## config.mk

```make
export PLATFORM = sky130hd
export DESIGN_NAME = pipe_stall_ctrl
export DESIGN_NICKNAME = d
export VERILOG_FILES = /design/src/rtl/pipe_stall_ctrl_pkg.sv /design/src/rtl/pipe_stall_ctrl_div_seq.sv /design/src/rtl/pipe_stall_ctrl.sv
export SDC_FILE = /design/constraint.sdc
export NUM_CORES = 1
export LEC_CHECK = 0
export BUFFER_PORTS_ARGS = -buffer_cell sky130_fd_sc_hd__buf_2
export CELL_PAD_IN_SITES_DETAIL_PLACEMENT = 1
export CELL_PAD_IN_SITES_GLOBAL_PLACEMENT = 1
export CORE_UTILIZATION = 40
export CTS_BUF_LIST = sky130_fd_sc_hd__clkbuf_2
export DETAILED_ROUTE_END_ITERATION = 8
export PLACE_DENSITY = 0.87
export SLEW_MARGIN = 10
export SYNTH_ARGS = -nofsm -noshare
export SYNTH_HDL_FRONTEND = slang
export SYNTH_SLANG_ARGS = --single-unit
```

## constraint.sdc

```tcl
create_clock -name clk -period 5.97 [get_ports clk]
set_input_delay 1.194 -clock clk [delete_from_list [all_inputs] [get_ports clk]]
set_output_delay 1.194 -clock clk [all_outputs]
set_load 0.02 [all_outputs]
```

## src/rtl/pipe_stall_ctrl_pkg.sv

```systemverilog
// Shared constants for the pipeline stall controller: stall bit positions,
// stall-vector encodings, divide sequencer state encoding and control polarities.
package pipe_stall_ctrl_pkg;

  localparam int STALL_PC  = 0;
  localparam int STALL_IF  = 1;
  localparam int STALL_ID  = 2;
  localparam int STALL_EX  = 3;
  localparam int STALL_MEM = 4;
  localparam int STALL_WB  = 5;

  localparam logic [5:0] STALL_NONE   = 6'b000000;
  localparam logic [5:0] STALL_ID_ENC = 6'b000111;
  localparam logic [5:0] STALL_EX_ENC = 6'b001111;

  localparam logic STOP       = 1'b1;
  localparam logic NO_STOP    = 1'b0;
  localparam logic RST_ENABLE = 1'b1;

  typedef enum logic [1:0] {
    DIV_IDLE = 2'b00,
    DIV_BUSY = 2'b01,
    DIV_DONE = 2'b10
  } div_state_e;

endpackage

```

## src/rtl/pipe_stall_ctrl_div_seq.sv

```systemverilog
// Multi-cycle divide sequencer: tracks busy cycles and raises the EX stall
// request until the result is ready.
//   state | meaning
//   IDLE  | no divide in flight; a start request stalls EX this cycle
//   BUSY  | divide iterating, div_count advances each cycle
//   DONE  | result valid for one cycle, EX allowed to advance
module pipe_stall_ctrl_div_seq
  import pipe_stall_ctrl_pkg::*;
#(
  parameter int DIV_CYCLES = 32
) (
  input  logic       clk,
  input  logic       rst,
  input  logic       div_start,
  input  logic       div_by_zero,
  input  logic       flush_req,
  output logic       busy,
  output logic       ready,
  output logic       stallreq,
  output logic [5:0] count
);

  localparam logic [5:0] LAST_COUNT = 6'(DIV_CYCLES - 1);

  div_state_e state, state_nxt;
  logic [5:0] count_nxt;

  always_ff @(posedge clk) begin
    if (rst == RST_ENABLE) begin
      state <= DIV_IDLE;
      count <= 6'd0;
    end else begin
      state <= state_nxt;
      count <= count_nxt;
    end
  end

  always_comb begin
    state_nxt = state;
    count_nxt = count;
    busy      = 1'b0;
    ready     = 1'b0;
    stallreq  = 1'b0;
    case (state)
      DIV_IDLE: begin
        if (div_start && !flush_req) begin
          stallreq = 1'b1;
          if (div_by_zero) begin
            state_nxt = DIV_DONE;
          end else begin
            state_nxt = DIV_BUSY;
            count_nxt = 6'd0;
          end
        end
      end
      DIV_BUSY: begin
        busy     = 1'b1;
        stallreq = 1'b1;
        if (flush_req) begin
          state_nxt = DIV_IDLE;
          count_nxt = 6'd0;
        end else if (count == LAST_COUNT) begin
          state_nxt = DIV_DONE;
        end else begin
          count_nxt = count + 6'd1;
        end
      end
      DIV_DONE: begin
        // A start still visible here belongs to the retiring divide.
        ready     = 1'b1;
        state_nxt = DIV_IDLE;
      end
      default: state_nxt = DIV_IDLE;
    endcase
    if (rst == RST_ENABLE) begin
      busy     = 1'b0;
      ready    = 1'b0;
      stallreq = 1'b0;
    end
  end

endmodule

```

## src/rtl/pipe_stall_ctrl.sv

```systemverilog
// Pipeline stall controller: merges ID/EX/divide stall requests with flush
// priority into the stall vector, and counts stalled cycles.
module pipe_stall_ctrl
  import pipe_stall_ctrl_pkg::*;
#(
  parameter int DIV_CYCLES = 32,
  parameter int PERF_W     = 32
) (
  input  logic              clk,
  input  logic              rst,
  input  logic              stallreq_from_id,
  input  logic              stallreq_from_ex,
  input  logic              div_start_i,
  input  logic              div_by_zero_i,
  input  logic              flush_req_i,
  output logic [5:0]        stall,
  output logic              flush,
  output logic              div_busy_o,
  output logic              div_ready_o,
  output logic [5:0]        div_count_o,
  output logic [PERF_W-1:0] stall_cycles_o
);

  logic div_stallreq;

  pipe_stall_ctrl_div_seq #(
    .DIV_CYCLES(DIV_CYCLES)
  ) u_div_seq (
    .clk        (clk),
    .rst        (rst),
    .div_start  (div_start_i),
    .div_by_zero(div_by_zero_i),
    .flush_req  (flush_req_i),
    .busy       (div_busy_o),
    .ready      (div_ready_o),
    .stallreq   (div_stallreq),
    .count      (div_count_o)
  );

  always_comb begin
    stall = STALL_NONE;
    flush = 1'b0;
    if (rst == RST_ENABLE) begin
      stall = STALL_NONE;
    end else if (flush_req_i) begin
      flush = 1'b1;
    end else if (stallreq_from_ex || div_stallreq) begin
      stall = STALL_EX_ENC;
    end else if (stallreq_from_id) begin
      stall = STALL_ID_ENC;
    end
  end

  always_ff @(posedge clk) begin
    if (rst == RST_ENABLE) begin
      stall_cycles_o <= '0;
    end else if (stall[STALL_PC] == STOP && stall_cycles_o != {PERF_W{1'b1}}) begin
      stall_cycles_o <= stall_cycles_o + PERF_W'(1);
    end
  end

endmodule

```

## Word-level counts from Yosys, hierarchy flattened

Index checks and enable logic that the tools add are counted.

- Add/sub/neg operators: 2
- Equality and inequality tests: 8
- Multiplexer cells: 23
- Reduce and logical (&&, ||, !) cells: 8

Operators by type and width:

| operator | count |
|---|---|
| 32-bit by 1-bit adder with 32-bit output, second input constant | 1 |
| 32-bit inequality test, second input constant | 1 |
| 6-bit two-way mux | 5 |
| 6-bit one-hot mux with 2 select lines | 1 |
| 1-bit two-way mux | 8 |
| 2-bit two-way mux | 4 |
| 4-bit two-way mux | 2 |
| 6-bit by 1-bit adder with 6-bit output, second input constant | 1 |
| 6-bit by 5-bit equality test with 1-bit output, second input constant | 1 |
| 2-bit one-hot mux with 2 select lines | 1 |
| 4-bit AND reduction | 1 |
| 3-bit two-way mux | 1 |
| 3-bit by 2-bit inequality test with 1-bit output, second input constant | 1 |
| 3-bit inequality test, second input constant | 1 |
| 2-bit by 1-bit equality test with 1-bit output, second input constant | 1 |
| 2-bit equality test, second input constant | 1 |
| 1-bit logical AND | 2 |
| 2-bit zero test | 1 |
| 2-bit by 1-bit inequality test with 1-bit output, second input constant | 1 |
| 2-bit inequality test, second input constant | 1 |
| 1-bit one-hot mux with 2 select lines | 1 |
| 2-bit AND reduction | 1 |
| 2-bit nonzero test | 1 |
| 1-bit zero test | 1 |
| 1-bit logical OR | 1 |

- Word-level logic and storage cells: 44
- Output and inout bits: 47
- Register bits: 40
- Input bits: 7

## Longest topological paths before layout

- Word-level depth: 10
- Mapped depth: 8

## Modules after synthesis

A second synthesis with hierarchy kept.

- Cell total of the unflattened synthesis: 265
- Area, all modules: 2178.3 um^2

Modules (own cells, without submodules):

| module | area each (um^2) | seq. area each (um^2) | cells each | times used |
|---|---|---|---|---|
| pipe_stall_ctrl | 1732.9 | 640.6 | 211 | 1 |
| pipe_stall_ctrl_div_seq | 445.4 | 160.2 | 54 | 1 |

## Least setup slack after synthesis

OpenSTA, ideal clock, no wires.

- Kind: in2out
- From: input flush_req_i
- To: output stall[1]
- Stages: 5
- Arrival time: 2.205 ns
- Path slack: 2.571 ns
- Data required time: 4.776 ns
- Cells stage by stage: clkbuf_1 -> a211o_1 -> inv_1 -> buf_2 -> buf_4

- Cells in the longest elaborated chain, start to end: 9

Ends and longest elaborated chain:

| item | RTL line | text |
|---|---|---|
| start: declaration | pipe_stall_ctrl.sv:15 | `input logic flush_req_i,` |
| 1-bit zero test | pipe_stall_ctrl_div_seq.sv:46 | `if (div_start && !flush_req) begin` |
| 1-bit logical AND | pipe_stall_ctrl_div_seq.sv:46 |  |
| 1-bit two-way mux | pipe_stall_ctrl_div_seq.sv:46 |  |
| 1-bit one-hot mux with 2 select lines | pipe_stall_ctrl_div_seq.sv:44 | `case (state)` |
| 1-bit two-way mux | pipe_stall_ctrl_div_seq.sv:75 | `if (rst == RST_ENABLE) begin` |
| 1-bit logical OR | pipe_stall_ctrl.sv:47 | `end else if (stallreq_from_ex \|\| div_stallreq) begin` |
| 4-bit two-way mux | pipe_stall_ctrl.sv:47 |  |
| 4-bit two-way mux (*) | pipe_stall_ctrl.sv:45 | `end else if (flush_req_i) begin` |
| 6-bit two-way mux (*) | pipe_stall_ctrl.sv:43 | `if (rst == RST_ENABLE) begin` |
| end: declaration | pipe_stall_ctrl.sv:16 | `output logic [5:0] stall,` |

Every way passes the cells marked *; elsewhere a longest branch is shown, timed or not.

## Final worst setup path

- From: input rst
- To: output stall[1]

- Cells in the longest elaborated chain, start to end: 5

Ends and longest elaborated chain:

| item | RTL line | text |
|---|---|---|
| start: declaration | pipe_stall_ctrl.sv:10 | `input logic rst,` |
| 1-bit two-way mux | pipe_stall_ctrl_div_seq.sv:75 |  |
| 1-bit logical OR | pipe_stall_ctrl.sv:47 |  |
| 4-bit two-way mux | pipe_stall_ctrl.sv:47 |  |
| 4-bit two-way mux | pipe_stall_ctrl.sv:45 |  |
| 6-bit two-way mux (*) | pipe_stall_ctrl.sv:43 |  |

Marks and branches as above.

==> results.cfg <==
[synth]
synthDistinctLibCells = 51
yosysSeqAreaShare = 0.378
syn_avg_cell_area_sq_um = 8.43
syn_area_sq_um = 2120
synth_compound_area_frac = 0.170
synth_xor_area_frac = 0.0703
synthFlopType = dfxtp_1
synth_seq_cells = 40
yosysWarnings = 0
synth_edf_count = 0
synth_mux_area_frac = 0.0171
synth_top_family_by_area = simple AND/OR/NAND/NOR gates
syn_inst = 251
async_flop_share = 0
synth-simple-area-share = 0.298
synth_fa_ha_area_frac = 0.0118

[timing]
finClkSkew_ps = 31.7
hold_viol = 0
fmax_mhz = 269
finalCriticalPeriod_ps = 3720
slew_viol_final = 0
tightest_slew_ps = 770
rsz0062_at_grt = false
period_share = 0.623
finalSetupViolCount = 0
tns_ps = 0
slew-limit-headroom = 0.480

[cts]
ctsResizeCount = 0
insertion_delay_ps = 430
htree_levels = 2
numCtsBuffers = 5
clock_path_buffers = 2
cts.sinks = 40
clk_pin_slew_worst_paths_ps = 180
cts_tree = done
root_buffer = clkbuf_2
cts_hold_buf = 0
postCtsSetupBuffers = 0

[min_path]
hp-class = reg -> reg
hp-start = stall_cycles_o[23]
worstHoldPathCells = 2
min_to = stall_cycles_o[23]

[floorplanning]
row_count = 26
ios = 54
core_sq_um = 5110
start_util = 0.415
die_area_sq_um = 5590
die_h_um = 74.8
die_w_um = 74.8

[power]
p_leak_nw = 0.959
peakVddDrop_v = 0.0000769
p_sw_frac = 0.255
power_density_nw_per_um2 = 193
internal_power_uw = 351
power_frac_clock = 0.351
p_switching_uw = 120
power_uw = 471
seqPwrFrac = 0.580
pwr-share-comb = 0.069

[setup_path]
crit_arrival_ps = 2530
end_kind = output pin
critPathSlowestCell = a211o_1
crit_required_ps = 4780
r2r_start = stall_cycles_o[0]
crit_buf_inv = 3
cp_max_fo = 40
rr_worst_depth = 6
rr_endpoint = stall_cycles_o[7]
start_kind = input port
crit_type = in -> out
cp_top_family = buffers and inverters
crit_chain = buf_2 > a211o_1 > inv_1 > buf_2
rrSetupSlack_ps = 3410
crit_path_max_incr_delay_ps = 410
crit_path_frequent_cell = buf_2

[global_routing]
grt_overflow = 0
grt_max_degree = 41
first_global_vias = 1962
grt_pass1_wl_mm = 8.88
grt_usage = 0.211
grt_antenna_before_repair = 0

[drt]
drc = 0
first_iter_violations = 63
via_per_inst = 5.70
drt-pass1-iter-count = 4
wire_per_inst_um = 14.9
vias = 2085
wirelength_mm = 5.46
ant_nets = 0

[placement]
place_congestion = 0.761
hpwl_mm = 3.98
dpl_cell_area_sq_um = 2380
numPortBuffers = 51

[cells_and_area]
diodes = 0
drive_above_1_share = 0.240
final_common_cell = buf_2
area_growth_syn_to_layout_pct = 15.4
final_cell_mix = buf_2, dfxtp_1, nor2_1, a21oi_1, nand2_1
stdcell_area_sq_um = 2440
nNetsFinal = 304

[status]
status = finished clean

[flow_run]
drv_cap = 0
[worst max path at each step]
stage	from	endpoint	slack [ps]	cells past startpoint
floorplan	flush_req_i	stall[1]	2570	5
global placement	rst	stall[2]	2270	4
detailed placement	rst	stall[0]	2230	4
CTS	rst	stall[2]	2230	4
global route	rst	stall[0]	2120	4
finish	rst	stall[1]	2250	4
[layer usage]
| layer | global-route usage | routed length (um) |
|---|---|---|
| met2 | 0.355 | 2670 |
| met4 | 0.0734 | 77 |
| met5 | 0 | 0 |
| met3 | 0.0549 | 207 |
| met1 | 0.260 | 2500 |
[synthesized netlist by cell type, types with 3 or more instances]
cell type | n | area (sq um)
nor2_1 | 31 | 116
o41ai_1 | 3 | 26.3
and4_1 | 4 | 35.0
or4_1 | 5 | 37.5
or3_1 | 7 | 43.8
nor4_1 | 8 | 50.1
nand3_1 | 11 | 55.1
clkbuf_1 | 6 | 22.5
xnor2_1 | 11 | 96.3
a21oi_1 | 15 | 75.1
nand4_1 | 9 | 56.3
nand2_1 | 12 | 45.0
inv_1 | 7 | 26.3
o31ai_1 | 5 | 37.5
buf_4 | 5 | 37.5
nor3_1 | 7 | 35.0
xor2_1 | 6 | 52.6
o21ai_0 | 7 | 35.0
dfxtp_1 | 40 | 801
nor2b_1 | 4 | 25.0
a211oi_1 | 7 | 52.6
[area by class of cell]
| class | count | area (sq um) |
|---|---|---|
| Clock buffer | 6 | 30.0 |
| Clock inverter | 2 | 35.0 |
| Fill cell | 655 | 2660 |
| Inverter | 7 | 26.3 |
| Multi-Input combinational cell | 190 | 1210 |
| Sequential cell | 40 | 801 |
| Tap cell | 70 | 87.6 |
| Timing Repair Buffer | 51 | 255 |
[metrics by stage]
stage | hold WS [ps] | std cells | util | setup slack [ps]
3_3_place_gp | 491 | 358 | 0.466 | 2270
5_1_grt | 563 | 366 | 0.478 | 2120
4_1_cts | 524 | 366 | 0.478 | 2230
2_1_floorplan | 570 | 252 | - | 2570
6_report | 517 | 366 | 0.478 | 2250
3_5_place_dp | 502 | 358 | 0.466 | 2230
[power groups by stage]
stage	Sequential (mW)	Clock [mW]	Combinational (mW)
2_1_floorplan	0.279	0	0.0247
3_3_place_gp	0.279	0	0.0317
6_report	0.273	0.165	0.0327
4_1_cts	0.274	0.170	0.0331
5_1_grt	0.274	0.183	0.0365
3_5_place_dp	0.279	0	0.0328
[flip-flops by register name (all words and copies together), names as in the netlist]
signal           cells
u_div_seq.count      6
u_div_seq.state      2
stall_cycles_o      32
[worst reg2reg max path: stages, from the launching register on]
cell and delay (ps):
dfxtp_1 480, ha_1 230, nand3_2 140, or4_4 630
o21ai_2 580, nor3_1 130, mux2_2 290
[cell families (layout without fill, tap and decap cells)]
family	Yosys count	count (layout)
xor gates and xnor gates	17	17
other	1	2
AOI/OAI and AO/OA	54	54
buffers and inverters	22	66
adders and majority gates	2	2
DFF	40	40
and+or+nand+nor	112	112
muxes	3	3
Note: power is estimated with default switching activity, not from simulation.
